--- config.mk ---
export PLATFORM = sky130hd
export DESIGN_NAME = serial_mag_cmp
export DESIGN_NICKNAME = d
export VERILOG_FILES = /design/src/rtl/serial_mag_cmp.sv
export SDC_FILE = /design/constraint.sdc
export NUM_CORES = 1
export LEC_CHECK = 0
export BUFFER_PORTS_ARGS = -buffer_cell sky130_fd_sc_hd__buf_2
export CAP_MARGIN = 20
export CELL_PAD_IN_SITES_DETAIL_PLACEMENT = 0
export CELL_PAD_IN_SITES_GLOBAL_PLACEMENT = 2
export CORE_AREA = 2 2 64 66
export CTS_CLUSTER_SIZE = 16
export DETAILED_ROUTE_END_ITERATION = 8
export DIE_AREA = 0 0 66 68
export GPL_ROUTABILITY_DRIVEN = 0
export GPL_TIMING_DRIVEN = 0
export PLACE_DENSITY = 0.77
export REMOVE_ABC_BUFFERS = 1
export SYNTH_ARGS = -nofsm -noshare
export SYNTH_HDL_FRONTEND = slang
export SYNTH_SLANG_ARGS = --single-unit
--- constraint.sdc ---
create_clock -name clk -period 1.6 [get_ports clk]
set_clock_uncertainty 0.15 [all_clocks]
set_input_delay 0.08 -clock clk [delete_from_list [all_inputs] [get_ports clk]]
set_output_delay 0.08 -clock clk [all_outputs]
set_load 0.1 [all_outputs]
--- src/rtl/serial_mag_cmp.sv ---
// Bit-serial LSB-first unsigned magnitude comparator with cascade seeds and valid/ready handshakes.
// Result appears N edges after acceptance; DONE holds until out_ready. Optional lt output under SERIAL_MAG_CMP_LT_EN.
module serial_mag_cmp #(
    parameter int N = 8
) (
    input  logic         clk,
    input  logic         rst_n,
    input  logic         in_valid,
    output logic         in_ready,
    input  logic [N-1:0] a,
    input  logic [N-1:0] b,
    input  logic         eq_in,
    input  logic         gt_in,
    output logic         out_valid,
    input  logic         out_ready,
    output logic         eq,
    output logic         gt,
`ifdef SERIAL_MAG_CMP_LT_EN
    output logic         lt,
`endif
    output logic         busy
);

    localparam int CW = (N > 1) ? $clog2(N) : 1;
    localparam logic [CW-1:0] LAST = CW'(N - 1);

    typedef enum logic [1:0] {
        S_IDLE  = 2'd0,
        S_SHIFT = 2'd1,
        S_DONE  = 2'd2
    } state_t;

    state_t        state_q, state_d;
    logic [N-1:0]  sa_q, sa_d;
    logic [N-1:0]  sb_q, sb_d;
    logic [CW-1:0] cnt_q, cnt_d;
    logic          eq_q, eq_d;
    logic          gt_q, gt_d;
`ifdef SERIAL_MAG_CMP_LT_EN
    logic          lt_q;
`endif

    assign in_ready  = (state_q == S_IDLE) & rst_n;
    assign busy      = (state_q != S_IDLE);
    assign out_valid = (state_q == S_DONE);
    assign eq        = eq_q;
    assign gt        = gt_q;
`ifdef SERIAL_MAG_CMP_LT_EN
    assign lt        = lt_q;
`endif

    always_comb begin
        state_d = state_q;
        sa_d    = sa_q;
        sb_d    = sb_q;
        cnt_d   = cnt_q;
        eq_d    = eq_q;
        gt_d    = gt_q;
        case (state_q)
            S_IDLE: begin
                if (in_valid) begin
                    sa_d    = a;
                    sb_d    = b;
                    eq_d    = eq_in;
                    // An equal lower chunk cannot also be greater.
                    gt_d    = gt_in & ~eq_in;
                    cnt_d   = '0;
                    state_d = S_SHIFT;
                end
            end
            S_SHIFT: begin
                // Walking upward, any differing bit overrides everything below it.
                if (sa_q[0] != sb_q[0]) begin
                    eq_d = 1'b0;
                    gt_d = sa_q[0] & ~sb_q[0];
                end
                sa_d  = sa_q >> 1;
                sb_d  = sb_q >> 1;
                cnt_d = cnt_q + CW'(1);
                if (cnt_q == LAST) begin
                    state_d = S_DONE;
                end
            end
            S_DONE: begin
                if (out_ready) begin
                    state_d = S_IDLE;
                end
            end
            default: state_d = S_IDLE;
        endcase
    end

    always_ff @(posedge clk) begin
        if (!rst_n) begin
            state_q <= S_IDLE;
            sa_q    <= '0;
            sb_q    <= '0;
            cnt_q   <= '0;
            eq_q    <= 1'b0;
            gt_q    <= 1'b0;
        end else begin
            state_q <= state_d;
            sa_q    <= sa_d;
            sb_q    <= sb_d;
            cnt_q   <= cnt_d;
            eq_q    <= eq_d;
            gt_q    <= gt_d;
        end
    end

`ifdef SERIAL_MAG_CMP_LT_EN
    always_ff @(posedge clk) begin
        if (!rst_n) begin
            lt_q <= 1'b0;
        end else begin
            lt_q <= ~eq_d & ~gt_d;
        end
    end
`endif

    a_eq_gt_exclusive: assert property (@(posedge clk) disable iff (!rst_n) !(eq_q && gt_q));

endmodule
---- After elaboration in Yosys (flattened, before gate mapping) ----
Index checks and enable logic that the tools add are counted.
W data, S select, Z words.
storage, ports and cells
  flip-flop bits (word level) ............. 23
  bits of input ports ..................... 22
  output and inout port bits .............. 5
  word-level logic and storage cells ...... 42
cells by class
  $add $sub $neg .......................... 1
  eq/ne operators ......................... 8
  multiplexer cells ....................... 16
  bitwise logic cells ..................... 5
  reductions and logical operators ........ 6
operators with widths
  operator               number
  $pmux W8 S2            2
  $mux W8                2
  $mux W2                3
  $ne A2 B2 Y1 const B   3
  $pmux W2 S3            1
  $pmux W3 S2            1
  $reduce_and A3 Y1      2
  $mux W1                4
  $pmux W1 S2            2
  $reduce_bool A2 Y1     2
  $add A3 B1 Y3 const B  1
  $and A1 B1 Y1          3
  $eq A3 B3 Y1 const B   1
  $mux W3                1
  $eq A2 B1 Y1 const B   1
  $eq A2 B2 Y1 const B   1
  $logic_not A2 Y1       1
  $ne A2 B1 Y1 const B   1
  $not A1 Y1             2
  $reduce_and A2 Y1      1
  $ne A1 B1 Y1           1

---- Depth between registers and ports, before layout ----
  word-level depth ........................ 4
  mapped depth ............................ 6
  mapped depth without buffers ............ 5

---- Least setup slack after synthesis ----
No wires, ideal clock.
  kind .................................... register to output
  start point ............................. reg state_q[0]
  end point ............................... out in_ready
  data arrival time ....................... 2.428 ns
  data required time ...................... 1.370 ns
  setup slack ............................. -1.058 ns
  cell stages (with the launch flop) ...... 5
  path buffers ............................ 1
  cells stage by stage .................... dfxtp_1 buf_6 nor2_1 inv_1 nor2_1
between the ends
  longest elaborated chain between the ends .. 2
ends and longest elaborated chain
  item                    RTL line  source
  start, declared         33        state_t state_q, state_d;
  start signal, assigned  102       state_q <= state_d;
  $logic_not A2 Y1        43        assign in_ready = (state_q == S_IDLE) & rst_n;
  $and A1 B1 Y1           43
  end, declared           9         output logic in_ready,
No other way between the ends.

---- Worst setup path in the final report ----
Same ends and word-level chain as after synthesis.

==> run_results.csv <==
group,metric,value,unit
power,pwr-share-seq,0.499,
grt,overall_global_routing_resource_usage,0.121,
drt,wl_per_cell,11.5,microns
grt,global_route_total_overflow,0,
power,internal_power_component,0.000906,W
grt,antenna_found_initial,0,
clock_network,cts_max_path_buffers,2,
outcome,status,"finished clean",
yosys,netlist-cell-type-count,27,
drt,detail_route.iter0.violations,25,
timing,grt_setup_unrepaired,"false",
place,post_dp_cell_area,1200,sq um
yosys,ys_top_cells_by_count,"sky130_fd_sc_hd__a21oi_1 (29), sky130_fd_sc_hd__dfxtp_1 (23), sky130_fd_sc_hd__nand2_1 (16)",
critical_path,worst-path-max-fanout,10,
timing,report.final.hold_viol_count,0,
yosys,synth_cells,127,
critical_path,critPathTopFamily,"flip-flops",
drt,dr.pass1.iters,4,
timing,worst-slew-pin-transition,491,ps
clock_network,numClockSinks,23,
critical_path,ff2ff_setup_slack,150,ps
critical_path,critical-path-max-stage-delay,420,ps
floorplan,die_w,66,microns
timing,timing.final.setup_violations,0,
power,pwr-share-clk,0.283,
power,fraction_of_power_consumed_by_combinational_cells,0.219,
clock_network,clk_pin_slew_worst_paths,80,ps
yosys,area_share_of_the_leading_cell_type_in_the_synthesized_netlist,0.433,
final_layout,area_growth,37.9,%
critical_path,rr_startpoint,"state_q[0]",
floorplan,coreArea,3860,sq um
clock_network,post_cts_buffers,0,
timing,drv_slew,0,
critical_path,timing.critical_path.required,1370,ps
final_layout,finalNetCount,192,
grt,grt_start_max_net_pins,20,
grt,grt_pass1_wl,4150,microns
yosys,synthFlopType,"sky130_fd_sc_hd__dfxtp_1",
clock_network,tritoncts_clock_tree,"done",
yosys,ys_seq_area_frac,0.433,
power,fin_total_pwr,0.00129,W
critical_path,end_kind,"primary output",
worst_hold_path,holdCritStartpoint,"rst_n",
worst_hold_path,hold_path_end,"sb_q[5]",
critical_path,r2r_cells,4,
drt,route.layer.met1.wl,1140,microns
clock_network,cts_root_buf,"sky130_fd_sc_hd__clkbuf_8",
power,switching_share_of_power,0.298,
critical_path,crit_path_start_kind,"flop",
floorplan,die_height,68,microns
final_layout,utilization,0.380,
power,power.ir.vdd_worst,0.370,mV
final_layout,n_antenna_cell,0,
place,place.detailed.hpwl,1630,microns
clock_network,clock_latency,270,ps
floorplan,dieArea,4490,sq um
worst_hold_path,hold_class,"in -> reg",
yosys,synthesis.yosys.warnings,0,
drt,vias,1016,
power,power_density,880,nW/um^2
timing,crit_share_post_route,0.942,
place,port_buffers,26,
yosys,netlist_area,1060,sq um
drt,vias_per_cell,4.70,
clock_network,cts_max_level,1,
yosys,netlist_top_cells_area,"sky130_fd_sc_hd__dfxtp_1 (43%), sky130_fd_sc_hd__a21oi_1 (14%), sky130_fd_sc_hd__nand2_1 (5.6%)",
worst_hold_path,whs_path_depth,3,
critical_path,crit_chain,"nor2_4, inv_1, nor2_1, buf_6",
yosys,postSynthAreaPerCell,8.37,sq um
timing,relSlewSlack,0.672,
floorplan,placementRows,23,
drt,route.final.wire_length,2480,microns
critical_path,critical_path.reg2reg.endpoint,"cnt_q[0]",
drt,top_layer_used,"met4",
yosys,yosys.cell_count.top_type,"sky130_fd_sc_hd__a21oi_1",
grt,grt_pass1_vias,976,
critical_path,worstPathBufferInverterCount,2,
critical_path,cp_slowest_cell,"sky130_fd_sc_hd__dfxtp_2",
floorplan,initial_core_util,0.276,
floorplan,io_pins,27,
yosys,synth_edf_count,0,
final_layout,drive_above_1_share,0.241,
drt,route.detailed.drc,0,
timing,fin_crit,1510,ps
timing,fmax,664,MHz
power,p_sw,0.000384,W
final_layout,fin_area,1470,sq um
yosys,ys_ff_latch,23,
yosys,post-synth-top-area-cell,"sky130_fd_sc_hd__dfxtp_1",
power,power.leakage,0.636,nW
flow_run,max_cap_viol_count,0,
critical_path,criticalPathCategory,"reg -> out",
drt,met2_wirelength,1230,microns
critical_path,crit_arrival,1280,ps
drt,met3_length,64,microns
drt,ant_nets,0,
clock_network,tritoncts.num_buffers,3,
yosys,synth_async_sr_flop_share,0,
power groups by stage:
stage	logic [W]	registers, W	clock network [W]
floorplan	0.000141	0.000678	0
global placement	0.000237	0.000653	0
detailed placement	0.000242	0.000654	0
CTS	0.000283	0.000641	0.000382
global route	0.000314	0.000648	0.000402
finish	0.000282	0.000643	0.000365
routing by layer:
metal,global-route usage,up-vias
met4,0.0612,0
met2,0.216,18
li1,-,521
met3,0.0214,5
met1,0.140,472
met5,0,-
logic make-up (layout without fill, tap and decap cells):
kind of cell             count (synthesis)  in the layout  share of synthesized area
multiplexers                             2              2                     0.0188
adder cells (fa/ha/maj)                  3              3                     0.0353
flip-flops                              23             23                      0.433
AND/OR/NAND/NOR                         30             30                      0.120
AO/OA/AOI/OAI                           54             54                      0.309
buffers and inverters                   15             54                     0.0835
metrics by stage:
step                      std cells  hold slack, ps  setup TNS (ps)  setup slack [ps]
after floorplan                 117            63.5           -4010             -1060
after global placement          193             171          -10680              -716
after detailed placement        194             175           -2140              -160
after CTS                       216            18.0            -101             -62.9
after global routing            216            35.8               0            0.0108
final                           216            24.7               0              93.0
worst min-delay path, delay by kind of cell:
| family | cells | cell delay (ps) |
|---|---|---|
| AOI/OAI and AO/OA | 2 | 140 |
| buffers and inverters | 1 | 180 |
area by class of cell:
type	count	area, sq um
clock buffer	3	41.3
clock inverter	1	5.00
fill	432	2390
inverter	5	18.8
multi-input combinational	89	543
sequential	23	463
tap	50	62.6
timing repair buffer	45	333
registers in the layout (all words and copies together) (netlist names):
| register | flops |
|---|---|
| state_q | 2 |
| gt | 1 |
| cnt_q | 3 |
| sb_q | 8 |
| sa_q | 8 |
| eq | 1 |
cells in the final DEF (no fill, tap or decap):
master and count:
sky130_fd_sc_hd__dlygate4sd3_1 18, sky130_fd_sc_hd__clkinv_2 1, sky130_fd_sc_hd__nor3_1 1, sky130_fd_sc_hd__a221oi_2 1, sky130_fd_sc_hd__nand2_1 16, sky130_fd_sc_hd__a31oi_1 1
sky130_fd_sc_hd__inv_1 5, sky130_fd_sc_hd__dfxtp_2 2, sky130_fd_sc_hd__clkbuf_8 3, sky130_fd_sc_hd__nor2b_4 1, sky130_fd_sc_hd__dfxtp_1 21, sky130_fd_sc_hd__a22oi_1 3
sky130_fd_sc_hd__a211oi_2 1, sky130_fd_sc_hd__a32oi_1 2, sky130_fd_sc_hd__buf_2 23, sky130_fd_sc_hd__nand2b_4 1, sky130_fd_sc_hd__nor2b_1 2, sky130_fd_sc_hd__a21oi_1 29
sky130_fd_sc_hd__o21ba_4 1, sky130_fd_sc_hd__nor3b_1 1, sky130_fd_sc_hd__o21ai_0 5, sky130_fd_sc_hd__buf_4 2, sky130_fd_sc_hd__o21ai_1 8, sky130_fd_sc_hd__o21bai_4 1
sky130_fd_sc_hd__a21o_1 1, sky130_fd_sc_hd__mux2i_1 2, sky130_fd_sc_hd__buf_6 2, sky130_fd_sc_hd__a311oi_1 1, sky130_fd_sc_hd__nor2_4 1, sky130_fd_sc_hd__nor2_1 7
sky130_fd_sc_hd__ha_1 3
how the worst max path moves through the flow:
stage | from | to | slack [ps] | cells after the start
floorplan | state_q[0] | in_ready | -1060 | 3
global placement | state_q[0] | sb_q[0] | -720 | 3
detailed placement | state_q[0] | gt | -160 | 3
CTS | state_q[0] | in_ready | -60 | 4
global route | state_q[0] | in_ready | 0.01 | 4
finish | state_q[0] | in_ready | 90 | 4
timing repair:
action,CTS,global route
resized for setup,9,5
setup endpoints to repair,21,20
hold buffers,18,0
hold endpoints to repair,18,0
(Power assumes the default switching activity.)
